--- config.mk ---
export PLATFORM = sky130hd
export DESIGN_NAME = fft_band_peak_meter
export DESIGN_NICKNAME = d
export VERILOG_FILES = /design/src/rtl/fft_band_peak_meter.sv
export SDC_FILE = /design/constraint.sdc
export NUM_CORES = 2
export LEC_CHECK = 0
export BUFFER_PORTS_ARGS = -buffer_cell sky130_fd_sc_hd__buf_2
export CAP_MARGIN = 20
export CORE_MARGIN = 5
export CORE_UTILIZATION = 64
export DETAILED_ROUTE_END_ITERATION = 12
export PLACE_DENSITY = 0.87
export REMOVE_ABC_BUFFERS = 1
export SYNTH_ARGS = -nofsm -noshare
export SYNTH_HDL_FRONTEND = slang
export SYNTH_SLANG_ARGS = --single-unit
--- constraint.sdc ---
create_clock -name clk -period 10.55 [get_ports clk]
set_clock_uncertainty 0.2 [all_clocks]
set_input_delay 0.5275 -clock clk [delete_from_list [all_inputs] [get_ports clk]]
set_output_delay 0.5275 -clock clk [all_outputs]
set_load 0.05 [all_outputs]
--- src/rtl/fft_band_peak_meter.sv ---
// Per-band frame maximum and decaying peak-hold over the lower FFT bins,
// with a registered random-access read port for the display stage.
module fft_band_peak_meter #(
    parameter int DATA_WIDTH  = 24,
    parameter int ADDR_WIDTH  = 9,
    parameter int BINS_USED   = 256,
    parameter int NUM_BANDS   = 16,
    parameter int DECAY_SHIFT = 4,
    parameter int SKIP_DC     = 1
) (
    input  logic                         clk,
    input  logic                         rst_n,
    input  logic                         i_mag_valid,
    input  logic [ADDR_WIDTH-1:0]        i_mag_addr,
    input  logic [DATA_WIDTH-1:0]        i_mag_data,
    input  logic                         i_frame_done,
    input  logic [$clog2(NUM_BANDS)-1:0] i_rd_band,
    output logic [DATA_WIDTH-1:0]        o_rd_level,
    output logic [DATA_WIDTH-1:0]        o_rd_peak,
    output logic                         o_frame_ready,
    output logic                         o_overrun
);

    localparam int UW = $clog2(BINS_USED);
    localparam int BW = $clog2(NUM_BANDS);
    localparam logic [BW-1:0] LAST_BAND = BW'(NUM_BANDS - 1);

    typedef enum logic {
        ACCUM,
        UPDATE
    } state_t;

    state_t                state;
    logic [BW-1:0]         b;
    logic [DATA_WIDTH-1:0] cur_max [NUM_BANDS];
    logic [DATA_WIDTH-1:0] level   [NUM_BANDS];
    logic [DATA_WIDTH-1:0] peak    [NUM_BANDS];

    logic                  in_range;
    logic                  is_dc;
    logic                  accept;
    logic [BW-1:0]         band;
    logic [DATA_WIDTH-1:0] step;
    logic [DATA_WIDTH-1:0] decayed;
    logic [DATA_WIDTH-1:0] new_peak;

    always_comb begin
        in_range = ({1'b0, i_mag_addr} < (ADDR_WIDTH + 1)'(BINS_USED));
        is_dc    = (SKIP_DC != 0) && (i_mag_addr == '0);
        accept   = i_mag_valid && in_range && !is_dc;
        band     = i_mag_addr[UW-1 -: BW];
    end

    // Decay step never drops below one so small peaks still reach zero.
    always_comb begin
        step = peak[b] >> DECAY_SHIFT;
        if (step == '0) begin
            step = DATA_WIDTH'(1);
        end
        decayed  = (peak[b] > step) ? (peak[b] - step) : '0;
        new_peak = (cur_max[b] >= decayed) ? cur_max[b] : decayed;
    end

    always_ff @(posedge clk) begin
        if (!rst_n) begin
            state         <= ACCUM;
            b             <= '0;
            o_rd_level    <= '0;
            o_rd_peak     <= '0;
            o_frame_ready <= 1'b0;
            o_overrun     <= 1'b0;
            for (int i = 0; i < NUM_BANDS; i++) begin
                cur_max[i] <= '0;
                level[i]   <= '0;
                peak[i]    <= '0;
            end
        end else begin
            o_frame_ready <= 1'b0;
            o_rd_level    <= level[i_rd_band];
            o_rd_peak     <= peak[i_rd_band];
            unique case (state)
                ACCUM: begin
                    if (accept && (i_mag_data > cur_max[band])) begin
                        cur_max[band] <= i_mag_data;
                    end
                    if (i_frame_done) begin
                        state <= UPDATE;
                        b     <= '0;
                    end
                end
                UPDATE: begin
                    level[b]   <= cur_max[b];
                    peak[b]    <= new_peak;
                    cur_max[b] <= '0;
                    if (i_mag_valid || i_frame_done) begin
                        o_overrun <= 1'b1;
                    end
                    if (b == LAST_BAND) begin
                        state         <= ACCUM;
                        b             <= '0;
                        o_frame_ready <= 1'b1;
                    end else begin
                        b <= b + 1'b1;
                    end
                end
                default: state <= ACCUM;
            endcase
        end
    end

endmodule

Word-level counts from Yosys, hierarchy flattened
Memory sizes are Yosys's and may differ from the RTL's. A register that Yosys moved wholly into a read port is not among the register bits.
Index checks and enable logic that the tools add are counted.
- reduce and logical (&&, ||, !) cells: 15
- add/subtract/negate cells: 2
- order comparisons: 4
- mux-type cells: 34
- equality and inequality tests: 2
- bitwise logic cells: 1
- operators by type and width (operator ; number):
    $mux W24 ; 6
    $reduce_or A24 Y1 ; 4
    $gt A24 B24 Y1 ; 2
    $mux W4 ; 10
    $ge A24 B24 Y1 ; 1
    $logic_not A24 Y1 ; 1
    $sub A24 B24 Y24 ; 1
    $mux W20 ; 1
    $mux W1 ; 15
    $logic_not A9 Y1 ; 1
    $lt A9 B9 Y1 const B ; 1
    $pmux W4 S2 ; 1
    $add A4 B1 Y4 const B ; 1
    $eq A4 B4 Y1 const B ; 1
    $reduce_and A2 Y1 ; 2
    $logic_and A1 B1 Y1 ; 3
    $logic_not A1 Y1 ; 3
    $ne A2 B2 Y1 const B ; 1
    $pmux W1 S2 ; 1
    $logic_or A1 B1 Y1 ; 1
    $not A1 Y1 ; 1
- RAM bits: 1152
- word-level logic and storage cells: 65
- output and inout bits: 50
- memories kept: 3
- register bits after elaboration: 7
- input port bits: 41
- memories (memory ; depth ; bits a word ; rd ports ; clocked after Yosys merged registers in ; write ports ; line ; text):
    cur_max ; 16 ; 24 ; 2 ; 1 ; 16 ; 35 ; logic [DATA_WIDTH-1:0] cur_max [NUM_BANDS];
    level ; 16 ; 24 ; 1 ; 1 ; 16 ; 36 ; logic [DATA_WIDTH-1:0] level [NUM_BANDS];
    peak ; 16 ; 24 ; 2 ; 2 ; 16 ; 37 ; logic [DATA_WIDTH-1:0] peak [NUM_BANDS];

Logic depth before layout (Yosys ltp)
- depth in word-level cells: 11
- mapped depth: 34
- depth with buffers taken out: 23

Worst setup path before layout
No wires, ideal clock.
- kind: register to register
- start: reg (tool-made name)
- end: mem peak[5][17], data pin
- data required time: 10.075 ns
- cell stages (with the launch flop): 35
- period minus slack after synthesis: 7.937 ns
- path slack: 2.613 ns
- setup time: 0.275 ns
- path buffers: 12
- data arrival time: 7.462 ns
- cell sequence: dfxtp_1 > buf_6 > buf_6 > buf_6 > buf_6 > buf_2 > mux4_2 > mux4_2 > inv_1 > nand4_1 > nor2_1 > a41o_1 > ha_1 > inv_1 > fa_1 > a21o_1 > a221oi_1 > o311ai_0 > o21ai_0 > o21ai_1 > buf_6 > buf_6 > clkbuf_1 > nand2_1 > ha_1 > a21o_1 > a21o_1 > a221oi_1 > o31ai_1 > a31oi_1 > buf_2 > buf_4 > clkbuf_1 > clkbuf_1 > o32ai_1
- RTL lines (element ; line):
    end, declared ; 37

==> flow_summary.ini <==
[run_status]
status = finished clean

[clock_network]
clk_pin_slew_ns = 0.06
cts_made_buffers = 120
holdBufCountCts = 3
worstSkewPairLatency_ns = 0.74
cts.sinks = 1211
ctsLongestPathBuffers = 3
clock-root-buffer = clkbuf_16
post-cts-setup-buffers = 0
cts_resized = 0
cts_tree = done
htree_levels = 3

[sta]
grt_setup_unrepaired = false
period_minus_slack_ns = 9.388
fin_ws_ns = 1.162
hold_violations = 0
fmax_mhz = 106.5
final_max_slew_viol_count = 0
fin_tns_setup_ns = 0
slew_headroom_pct = 17.19
setup_viol = 0
fin_crit_sh_pct = 88.98
worst_pin_slew_ns = 1.241
hold_ws_ns = 0.1341

[detailed_routing]
drt-total-wl_mm = 192.5
drtAntennaViolNets = 0
drt-wirelength-per-cell_um = 35.24
firstDrtPassIters = 9
avgViaCountPerCell = 7.700
vias = 42060
drtIter0Drc = 8220
remaining_drc_errors = 0

[grt]
grt_max_degree = 97
grt_util_all_layers_pct = 37.55
antenna_found_initial = 4
grt_overflow = 0
grt_pass1_vias = 43360
grt_pass1_wl_mm = 279.0

[logic_synthesis]
synth_edf_count = 1152
seq_area_frac_synth_pct = 58.98
ys.flop_type = edfxtp_1
synthTopCellsByArea = edfxtp_1, mux4_2, nor2_1, a21oi_1, dfxtp_1
syn_area_mm2 = 0.06066
synth_cell_types = 76
yosysWarningCount = 0
ys_seq_elements = 1211
syn_area_per_cell_um2 = 14.55
synth_top_area_share_pct = 57.03
async_flop_share_pct = 0
yosysMostFrequentCell = edfxtp_1
yosysTopAreaCell = edfxtp_1
syn_inst = 4170
synthTopCellsByCount = edfxtp_1, nor2_1, mux4_2

[worst_setup_path]
critPathRequiredTime_ns = 10.76
crit_fanout = 42
cp-end-kind = flip-flop
arrival_ns = 9.60
critPathKind = reg2reg
startpoint_type = flip-flop

[die]
die_w_um = 317.9
core_mm2 = 0.09459
pin_count = 91
dieArea_mm2 = 0.1010
placementRows = 113
die_h_um = 317.9
initial_core_util_pct = 64.13

[final_layout]
fillers = 5621
nNetsFinal = 4207
drive_gt1_share_pct = 25.74
area_growth_syn_to_layout_pct = 9.332
post-route-util_pct = 70.11

[placed_design]
globalplace.congestion = 0.9334
io_buffers = 90
pre_cts_ws_ns = 1.416
hpwl_mm = 101.5

[power_and_ir_drop]
finalPower_w = 0.01220
power_density_mw_per_mm2 = 183.9
leakage_nw = 23.01
ir_drop_mv = 0.1974

[min_path]
min_from = rst_n
hp-class = in2reg

[run]
drv_cap = 0
[where the power goes]
group          internal (W)  switching, W  leakage [nW]  total (W)
combinational      0.000696       0.00145          8.63    0.00214
clock               0.00258       0.00191          2.00    0.00449
sequential          0.00546      0.000104          12.4    0.00556
[layout make-up]
cell class                      instances  area [um^2]  area share (%)
Sequential cell                      1211        35790           53.97
Clock inverter                         84        954.7           1.440
Inverter                              124        465.4          0.7018
Multi-Input combinational cell       2440        23020           34.72
Tap cell                             1265         1583           2.387
Antenna cell                            3        7.507         0.01132
Clock buffer                          140         3120           4.705
Timing Repair Buffer                  196         1374           2.072
[worst paths after layout]
| kind | end | slack [ns] | cells after the start |
|---|---|---|---|
| setup reg to reg | peak[1][8] | 1.16 | 24 |
| setup / recovery | peak[1][8] | 1.16 | 24 |
| hold reg to reg | o_overrun | 0.28 | 1 |
| hold / removal | o_rd_level[6] | 0.13 | 2 |
[metal layers]
metal | GRT usage [%] | up-vias | share of wire, %
li1 | - | 15880 | -
met1 | 45.84 | 20100 | 29
met2 | 58.59 | 4655 | 46
met3 | 10.69 | 1419 | 16
met4 | 26.19 | 8 | 9.5
met5 | 0 | - | 0.039
[worst max-delay path: stages, from the launching register on]
cell and delay, ns:
dfxtp_4 0.37, buf_4 0.69, mux4_2 0.62, mux4_2 0.56, nor4_1 0.40, a41o_1 0.28, ha_1 0.19, inv_1 0.07
fa_1 0.46, a21o_1 0.21, a221oi_1 0.60, o311ai_0 0.21, o21ai_0 0.50, o21a_1 0.21, buf_4 0.37, or3b_2 0.20
ha_1 0.25, a21o_1 0.18, a211oi_1 0.24, nand2_1 0.08, a221o_1 0.35, a31oi_4 0.56, buf_4 0.45, nand2b_1 0.59
a21oi_1 0.17
[cell usage in the layout (no fill, tap or decap), drive strengths merged, types with 4 or more instances in the layout]
master  netlist  routed
nand4        10      10
mux2i        30      30
buf         115     192
o22ai        16      16
o31ai         4       4
nand2b       22      22
dfxtp        59      59
clkinv        2      63
nor4          5       5
ha           72      72
a22oi         6       6
o21ai        50      50
inv         122     124
o21a          8       8
clkbuf      280     141
a31oi         4       4
mux2         25      25
nand3        39      39
edfxtp     1152    1152
and4          5       5
o32ai        32      32
nor2b         9       9
and3          4       4
nand2       173     173
bufinv        0      19
xnor2        11      11
nor3         29      29
a21oi       349     349
a21o         26      26
a211oi       24      24
mux4        572     572
and2         57      57
o31a          5       5
nor2        811     811
[through the flow]
step,cell area [um^2],cells
after detailed placement,62140,5230
after global routing,66310,5460
after floorplan,58970,3775
after CTS,66240,5457
final,66320,5463
after global placement,62140,5230
[flip-flops by register name, summed over array words and instances, names as in the netlist, named ones only]
register and cells:
b 4, state 1, peak 384, level 384, o_frame_ready 1, o_rd_level 24, o_overrun 1, cur_max 384
o_rd_peak 24
[cell families (layout without fill, tap and decap cells)]
family	count (synthesis)	in the layout	synth area share, %
compound gates	550	550	5.408
xor+xnor	14	14	0.2021
fa+ha+maj	73	73	1.518
buf+inv	519	544	3.548
flops	1211	1211	58.98
mux	627	627	22.22
other cells	0	3	0
simple gates	1176	1176	8.123
No activity file was read; power rests on OpenSTA's default activity.
